`src/rtl/watch_pkg.sv`:
```
// -----------------------------------------------------------------------------
// watch_pkg
// Shared definitions for the two-counter 7-segment scan display:
//   - converter FSM state encoding
//   - saturation limit applied to the counter snapshots
//   - 7-segment patterns, active-high, bit order {g,f,e,d,c,b,a}
//   - helpers: BCD-to-segment decode and saturation to 0..99
// -----------------------------------------------------------------------------
package watch_pkg;

    // Largest value a two-digit display can show.
    localparam logic [6:0] SAT_LIMIT = 7'd99;

    // Divisor used by the sequential binary-to-BCD converter.
    localparam logic [6:0] DIV_TEN = 7'd10;

    // Converter sequencing states.
    typedef enum logic [1:0] {
        ST_IDLE    = 2'd0,
        ST_CONV_HI = 2'd1,
        ST_CONV_LO = 2'd2,
        ST_DONE    = 2'd3
    } conv_state_e;

    // Segment patterns, active-high, {g,f,e,d,c,b,a}.
    localparam logic [6:0] SEG_0     = 7'h3F;
    localparam logic [6:0] SEG_1     = 7'h06;
    localparam logic [6:0] SEG_2     = 7'h5B;
    localparam logic [6:0] SEG_3     = 7'h4F;
    localparam logic [6:0] SEG_4     = 7'h66;
    localparam logic [6:0] SEG_5     = 7'h6D;
    localparam logic [6:0] SEG_6     = 7'h7D;
    localparam logic [6:0] SEG_7     = 7'h07;
    localparam logic [6:0] SEG_8     = 7'h7F;
    localparam logic [6:0] SEG_9     = 7'h6F;
    localparam logic [6:0] SEG_BLANK = 7'h00;

    // Decode one BCD digit; the non-decimal codes 10..15 show a blank digit.
    function automatic logic [6:0] bcd_to_seg(input logic [3:0] bcd);
        logic [6:0] pat;
        case (bcd)
            4'd0:    pat = SEG_0;
            4'd1:    pat = SEG_1;
            4'd2:    pat = SEG_2;
            4'd3:    pat = SEG_3;
            4'd4:    pat = SEG_4;
            4'd5:    pat = SEG_5;
            4'd6:    pat = SEG_6;
            4'd7:    pat = SEG_7;
            4'd8:    pat = SEG_8;
            4'd9:    pat = SEG_9;
            default: pat = SEG_BLANK;
        endcase
        return pat;
    endfunction

    // Clamp an upstream counter value into the displayable range.
    function automatic logic [6:0] sat99(input logic [6:0] v);
        return (v > SAT_LIMIT) ? SAT_LIMIT : v;
    endfunction

endpackage

```
`src/rtl/bin2bcd_seq.sv`:
```
// -----------------------------------------------------------------------------
// bin2bcd_seq
// Sequential binary-to-BCD converter for values 0..99. Each busy cycle
// subtracts ten from the working value and bumps the tens count; once the
// working value drops below ten it is the ones digit and 'done' is raised
// for that cycle. A new 'start' may be issued in the same cycle as 'done',
// which lets one instance convert two values back to back.
//
// Ports
//   clk    in   system clock, rising edge
//   rst    in   synchronous active-high reset, aborts a running conversion
//   start  in   load 'value' and begin converting (has priority)
//   value  in   7-bit binary value, expected 0..99
//   busy   out  conversion in progress (includes the 'done' cycle)
//   done   out  tens/ones are valid this cycle
//   tens   out  BCD tens digit
//   ones   out  BCD ones digit
// -----------------------------------------------------------------------------
module bin2bcd_seq
    import watch_pkg::*;
(
    input  logic       clk,
    input  logic       rst,
    input  logic       start,
    input  logic [6:0] value,
    output logic       busy,
    output logic       done,
    output logic [3:0] tens,
    output logic [3:0] ones
);

    logic [6:0] work_q;
    logic [6:0] work_d;
    logic [3:0] tens_q;
    logic [3:0] tens_d;
    logic       busy_q;
    logic       busy_d;

    // Next-state logic: load on start, otherwise repeated subtract-by-ten.
    always_comb begin
        work_d = work_q;
        tens_d = tens_q;
        busy_d = busy_q;
        if (start) begin
            work_d = value;
            tens_d = 4'd0;
            busy_d = 1'b1;
        end else if (busy_q) begin
            if (work_q >= DIV_TEN) begin
                work_d = work_q - DIV_TEN;
                tens_d = tens_q + 4'd1;
            end else begin
                busy_d = 1'b0;
            end
        end else begin
            busy_d = 1'b0;
        end
    end

    // Working registers.
    always_ff @(posedge clk) begin
        if (rst) begin
            work_q <= 7'd0;
            tens_q <= 4'd0;
            busy_q <= 1'b0;
        end else begin
            work_q <= work_d;
            tens_q <= tens_d;
            busy_q <= busy_d;
        end
    end

    // The remainder is below ten when done, so its low nibble is the ones digit.
    assign busy = busy_q;
    assign done = busy_q && (work_q < DIV_TEN);
    assign tens = tens_q;
    assign ones = work_q[3:0];

endmodule

```
`src/rtl/seg_disp_scan.sv`:
```
// -----------------------------------------------------------------------------
// seg_disp_scan
// Multiplexed driver for a 4-digit 7-segment display showing two 0..99
// counters as "HH LL". A prescaler holds each digit lit for SCAN_DIV clocks,
// scanning digit 3 (leftmost) down to digit 0. At each frame start both
// counter values are snapshotted (clamped to 99), converted to BCD by a
// single shared sequential converter, and then copied into the display
// registers in one cycle so a frame never mixes digits from two snapshots.
//
// Parameters
//   SCAN_DIV     clocks each digit stays lit, 32..2^20
//   SEG_ACT_LOW  1: seg/com active-low, 0: active-high
//
// Ports
//   clk     in   system clock, rising edge
//   rst     in   synchronous active-high reset
//   hi_val  in   left counter value (binary)
//   lo_val  in   right counter value (binary)
//   dp_on   in   decimal point / colon request for digit 2
//   seg     out  registered segments {dp,g,f,e,d,c,b,a}
//   com     out  registered digit enables, bit 3 = leftmost, one-hot when lit
// -----------------------------------------------------------------------------
module seg_disp_scan
    import watch_pkg::*;
#(
    parameter int SCAN_DIV    = 50000,
    parameter int SEG_ACT_LOW = 1
)
(
    input  logic       clk,
    input  logic       rst,
    input  logic [6:0] hi_val,
    input  logic [6:0] lo_val,
    input  logic       dp_on,
    output logic [7:0] seg,
    output logic [3:0] com
);

    localparam int              CNT_W   = 20;
    localparam logic [CNT_W-1:0] CNT_MAX = CNT_W'(SCAN_DIV - 1);

    // XOR masks turning the active-high internal view into pin polarity.
    // They also equal the "all off" level driven during reset.
    localparam logic [7:0] SEG_INV = (SEG_ACT_LOW != 0) ? 8'hFF : 8'h00;
    localparam logic [3:0] COM_INV = (SEG_ACT_LOW != 0) ? 4'hF  : 4'h0;

    // Scan timing.
    logic [CNT_W-1:0] cnt_q;
    logic [CNT_W-1:0] cnt_d;
    logic [1:0]       idx_q;
    logic [1:0]       idx_d;
    logic             tick_s;
    logic             frame_start_s;

    // Converter sequencing.
    conv_state_e      state_q;
    conv_state_e      state_d;
    logic [6:0]       snap_hi_q;
    logic [6:0]       snap_hi_d;
    logic [6:0]       snap_lo_q;
    logic [6:0]       snap_lo_d;
    logic [3:0]       hi_tens_q;
    logic [3:0]       hi_tens_d;
    logic [3:0]       hi_ones_q;
    logic [3:0]       hi_ones_d;
    logic [3:0]       lo_tens_q;
    logic [3:0]       lo_tens_d;
    logic [3:0]       lo_ones_q;
    logic [3:0]       lo_ones_d;

    // Shared converter handshake.
    logic             conv_start_s;
    logic [6:0]       conv_val_s;
    logic             conv_busy_s;
    logic             conv_done_s;
    logic [3:0]       conv_tens_s;
    logic [3:0]       conv_ones_s;

    // Display digits, indexed by scan position (3 = hi tens ... 0 = lo ones).
    logic [3:0][3:0]  disp_q;
    logic [3:0][3:0]  disp_d;

    // Output stage.
    logic [3:0]       digit_s;
    logic [7:0]       seg_q;
    logic [7:0]       seg_d;
    logic [3:0]       com_q;
    logic [3:0]       com_d;

    // Prescaler and digit index; the index wrapping 0 -> 3 marks a new frame.
    always_comb begin
        tick_s = (cnt_q == CNT_MAX);
        if (tick_s) begin
            cnt_d = {CNT_W{1'b0}};
            idx_d = idx_q - 2'd1;
        end else begin
            cnt_d = cnt_q + CNT_W'(1);
            idx_d = idx_q;
        end
        frame_start_s = tick_s && (idx_q == 2'd0);
    end

    // Converter FSM: snapshot, convert hi then lo, publish all four digits.
    always_comb begin
        state_d      = state_q;
        snap_hi_d    = snap_hi_q;
        snap_lo_d    = snap_lo_q;
        hi_tens_d    = hi_tens_q;
        hi_ones_d    = hi_ones_q;
        lo_tens_d    = lo_tens_q;
        lo_ones_d    = lo_ones_q;
        disp_d       = disp_q;
        conv_start_s = 1'b0;
        conv_val_s   = 7'd0;
        case (state_q)
            ST_IDLE: begin
                // A frame start seen outside IDLE is simply dropped.
                if (frame_start_s) begin
                    snap_hi_d = sat99(hi_val);
                    snap_lo_d = sat99(lo_val);
                    state_d   = ST_CONV_HI;
                end else begin
                    state_d   = ST_IDLE;
                end
            end
            ST_CONV_HI: begin
                if (!conv_busy_s) begin
                    // First cycle in this state: kick off the hi conversion.
                    conv_start_s = 1'b1;
                    conv_val_s   = snap_hi_q;
                    state_d      = ST_CONV_HI;
                end else if (conv_done_s) begin
                    // Capture hi and reuse the converter for lo right away.
                    hi_tens_d    = conv_tens_s;
                    hi_ones_d    = conv_ones_s;
                    conv_start_s = 1'b1;
                    conv_val_s   = snap_lo_q;
                    state_d      = ST_CONV_LO;
                end else begin
                    state_d      = ST_CONV_HI;
                end
            end
            ST_CONV_LO: begin
                if (conv_done_s) begin
                    lo_tens_d = conv_tens_s;
                    lo_ones_d = conv_ones_s;
                    state_d   = ST_DONE;
                end else begin
                    state_d   = ST_CONV_LO;
                end
            end
            ST_DONE: begin
                disp_d[3] = hi_tens_q;
                disp_d[2] = hi_ones_q;
                disp_d[1] = lo_tens_q;
                disp_d[0] = lo_ones_q;
                state_d   = ST_IDLE;
            end
            default: begin
                state_d = ST_IDLE;
            end
        endcase
    end

    // Output decode: segments and enable for the digit the index points at.
    always_comb begin
        digit_s = disp_q[idx_q];
        if ((idx_q == 2'd2) && dp_on) begin
            seg_d = {1'b1, bcd_to_seg(digit_s)} ^ SEG_INV;
        end else begin
            seg_d = {1'b0, bcd_to_seg(digit_s)} ^ SEG_INV;
        end
        com_d = (4'b0001 << idx_q) ^ COM_INV;
    end

    // All state registers; reset parks the outputs at their inactive level.
    always_ff @(posedge clk) begin
        if (rst) begin
            cnt_q     <= {CNT_W{1'b0}};
            idx_q     <= 2'd3;
            state_q   <= ST_IDLE;
            snap_hi_q <= 7'd0;
            snap_lo_q <= 7'd0;
            hi_tens_q <= 4'd0;
            hi_ones_q <= 4'd0;
            lo_tens_q <= 4'd0;
            lo_ones_q <= 4'd0;
            disp_q    <= 16'h0000;
            seg_q     <= SEG_INV;
            com_q     <= COM_INV;
        end else begin
            cnt_q     <= cnt_d;
            idx_q     <= idx_d;
            state_q   <= state_d;
            snap_hi_q <= snap_hi_d;
            snap_lo_q <= snap_lo_d;
            hi_tens_q <= hi_tens_d;
            hi_ones_q <= hi_ones_d;
            lo_tens_q <= lo_tens_d;
            lo_ones_q <= lo_ones_d;
            disp_q    <= disp_d;
            seg_q     <= seg_d;
            com_q     <= com_d;
        end
    end

    bin2bcd_seq u_bin2bcd (
        .clk   (clk),
        .rst   (rst),
        .start (conv_start_s),
        .value (conv_val_s),
        .busy  (conv_busy_s),
        .done  (conv_done_s),
        .tens  (conv_tens_s),
        .ones  (conv_ones_s)
    );

    assign seg = seg_q;
    assign com = com_q;

endmodule

```
`config.mk`:
```
export PLATFORM = sky130hd
export DESIGN_NAME = seg_disp_scan
export DESIGN_NICKNAME = d
export VERILOG_FILES = /design/src/rtl/watch_pkg.sv /design/src/rtl/bin2bcd_seq.sv /design/src/rtl/seg_disp_scan.sv
export SDC_FILE = /design/constraint.sdc
export NUM_CORES = 1
export LEC_CHECK = 0
export BUFFER_PORTS_ARGS = -buffer_cell sky130_fd_sc_hd__clkbuf_2
export CAP_MARGIN = 20
export CELL_PAD_IN_SITES_DETAIL_PLACEMENT = 2
export CELL_PAD_IN_SITES_GLOBAL_PLACEMENT = 2
export CORE_MARGIN = 5
export CORE_UTILIZATION = 37
export CTS_CLUSTER_DIAMETER = 40
export DETAILED_ROUTE_END_ITERATION = 10
export MAX_ROUTING_LAYER = met4
export PLACE_DENSITY_LB_ADDON = 0.1
export REMOVE_ABC_BUFFERS = 1
export SLEW_MARGIN = 0
export SYNTH_ARGS = -nofsm -noshare
export SYNTH_HDL_FRONTEND = slang
export SYNTH_SLANG_ARGS = --single-unit
```
`constraint.sdc`:
```
create_clock -name clk -period 2.3 [get_ports clk]
set_input_delay 0.345 -clock clk [delete_from_list [all_inputs] [get_ports clk]]
set_output_delay 0.345 -clock clk [all_outputs]
set_load 0.005 [all_outputs]
```
==> metrics.yaml <==
grt-ovfl-total: 0
synth_largest_area_cell: "dfxtp_1"
clockRootBuffer: "clkbuf_16"
syn-instance-count: 486
die-area_um2: 13950
via_count: 3696
maxSlewHeadroom_pct: 56.14
hp-start: "dp_on"
finalSetupTns_ns: 0
tightest_slew_ns: 0.6494
fin_cells: 657
antenna_found_initial: 0
grt_pass1_vias: 3911
cts.path.max_buffers: 2
critPathKind: "reg2reg"
antenna_cells: 0
cts_hold_buffers: 0
drtIter0Drc: 209
reg2reg_to: "seg[3]"
worstHoldEndpoint: "seg[7]"
ys_seq_area_share_pct: 43.51
muxShareOfSynthArea_pct: 6.248
hp-class: "in2reg"
final_util_pct: 42.98
post_cts_resized: 0
dp_hpwl_mm: 8.911
syn_area_per_cell_um2: 8.900
synth.distinct_cells: 57
insertion_delay_ns: 0.35
report.final.hold_viol_count: 0
synth_commonest_cells: "94 x dfxtp_1, 54 x nand2_1, 38 x nor2_1"
ioPinCount: 29
synth_top_family_by_area: "simple AND/OR/NAND/NOR gates"
nets: 538
routed_wl_mm: 12.27
maxSlewViolCount: 0
critPathLaunchType: "flop"
worst_ep_required_time_ns: 2.50
cts.clk_slew.worst_paths_ns: 0.06
die-width_um: 118.1
synth-compound-area-share_pct: 17.85
regToRegStartpoint: "idx_q[0]"
die_h_um: 118.1
grt_max_degree: 57
place.gp.congestion: 0.8023
vdd_drop_max_uv: 440.8
fin_crit_sh_pct: 91.07
start_util_pct: 37.88
cts_setup_buffers: 0
max_cap_violations: 0
clkSinkCount: 94
first_pass_iters: 4
crit_path_top_delay_cell: "mux4_2"
grt_pass1_wl_mm: 20.51
reg2reg_slack_ns: 0.21
fin_worst_skew_ns: 0.007132
syn2layout_area_growth_pct: 13.45
synth_top_area_share_pct: 43.51
synth-xor-area-share_pct: 2.632
powerDensity_nw_per_um2: 655.1
numPlacedInstances: 641
core_region_area_um2: 11420
cts_tree: "built"
crit_arrival_ns: 2.30
synth_warnings: 0
netlist_area_um2: 4325
async_flop_share_pct: 0
port_buffers: 28
fin_crit_ns: 2.095
synth-edff-count: 0
gr-usage-all-layers_pct: 18.61
viasPerCell: 5.626
endpoint_kind: "flop"
worstPathCellList: "mux4_2 > o21a_1 > nor2_1 > o21ai_0"
cts_buffers: 9
ys_ff_latch: 94
wl_per_cell_um: 18.67
yosys_most_used_dff: "dfxtp_1"
rows: 39
remaining_drc_errors: 0
antenna_left: 0
fmax_mhz: 477.4
status: "finished, final reports clean"
synth-adder-area-share_pct: 3.471
synth_area_leaders: "dfxtp_1 44%, nand2_1 4.7%, a21oi_1 4.2%, mux2i_1 4.2%, ha_1 3.5%"
hold_depth: 2
cts_max_level: 3
setup_viol: 0
max_stage_delay_ns: 0.70
reg2reg_depth: 4
leakagePower_nw: 1.855
drive_above_1_share_pct: 14.40
critPathMaxFanout: 10
yosys.area_share.simple_pct: 20.71
synth.most_common_cell: "dfxtp_1"
fillers: 1289
rsz0062_at_grt: "no"
==> how the worst max path moves through the flow <==
stage                     startpoint           end  cells after the start
final                       idx_q[0]        seg[3]                      4
after global routing        idx_q[0]        seg[3]                      4
after CTS                   idx_q[0]        seg[3]                      4
after detailed placement    idx_q[1]        seg[4]                      6
after global placement      idx_q[0]        seg[3]                      4
after floorplan           state_q[0]  hi_ones_q[0]                      4
==> through the flow <==
stage / instance area [um2] / setup WS, ns / hold WS [ns] / power, mW
detailed placement: 4613 / 0.1815 / 0.4548 / 1.764
floorplan: 4182 / 0.4267 / 0.4141 / 1.708
global placement: 4613 / 0.2590 / 0.4459 / 1.762
global route: 4907 / 0.05077 / 0.1632 / 3.348
finish: 4907 / 0.2054 / 0.1766 / 3.215
CTS: 4907 / 0.1793 / 0.1625 / 3.268
==> cell families after synthesis <==
group           after synthesis
fa+ha+maj                    12
simple gates                173
compound gates              115
flops                        94
xor+xnor                     13
buf+inv                      57
mux                          22
==> routing by layer <==
layer / vias to the layer above / track usage [%] / wire length [um]
met5: - / - / 0
met4: 0 / 4.373 / 129
met3: 9 / 4.517 / 299
met2: 40 / 31.43 / 6218
met1: 1840 / 22.39 / 5618
li1: 1807 / - / -
==> report_power, final <==
part           total [mW]  switching (mW)  internal (mW)
registers            1.65         0.00728           1.64
logic              0.0794          0.0517         0.0277
clock network        1.49           0.616          0.874
total                3.21           0.675           2.54
==> state kept, by name, summed over array words and instances (netlist names), named ones only <==
name / count
com: 4
u_bin2bcd.tens: 4
disp_q: 16
hi_ones_q: 4
lo_ones_q: 4
state_q: 1
snap_lo_q: 7
idx_q: 2
snap_hi_q: 7
hi_tens_q: 4
lo_tens_q: 4
u_bin2bcd.busy: 1
u_bin2bcd.work_q: 7
cnt_q: 20
seg: 8
==> worst max-delay path, delay by kind of cell (launching register included) <==
| family | cells | cell delay (ns) |
|---|---|---|
| AND/OR/NAND/NOR | 1 | 0.33 |
| flip-flops | 1 | 0.55 |
| AO/OA/AOI/OAI | 2 | 0.38 |
| multiplexers | 1 | 0.70 |
==> cells in the final DEF (no fill, tap or decap), drive strengths merged, types with 5 or more instances in the layout <==
master   n
a21oi   37
ha      12
buf     15
mux2i   18
nand3   14
o31ai   17
or3      6
o311ai   8
a31oi    8
clkbuf  41
o41ai    8
nor2    38
o21ai   14
nand4    9
dfxtp   94
a311oi   6
xnor2   10
or4     10
nor2b    5
nor4     8
nor3     6
nand2   55
inv     26
and2     5
==> layout make-up <==
cell class              count  area, um2  area share [%]
flip-flops and latches     94       1882           38.35
multi-input cells         335       2202           44.87
clock inverters             3      43.79          0.8924
repair buffers             43      252.7           5.150
inverters                  26      97.59           1.989
clock buffers              13      250.2           5.099
well taps                 143      178.9           3.646
(Power assumes the default switching activity.)
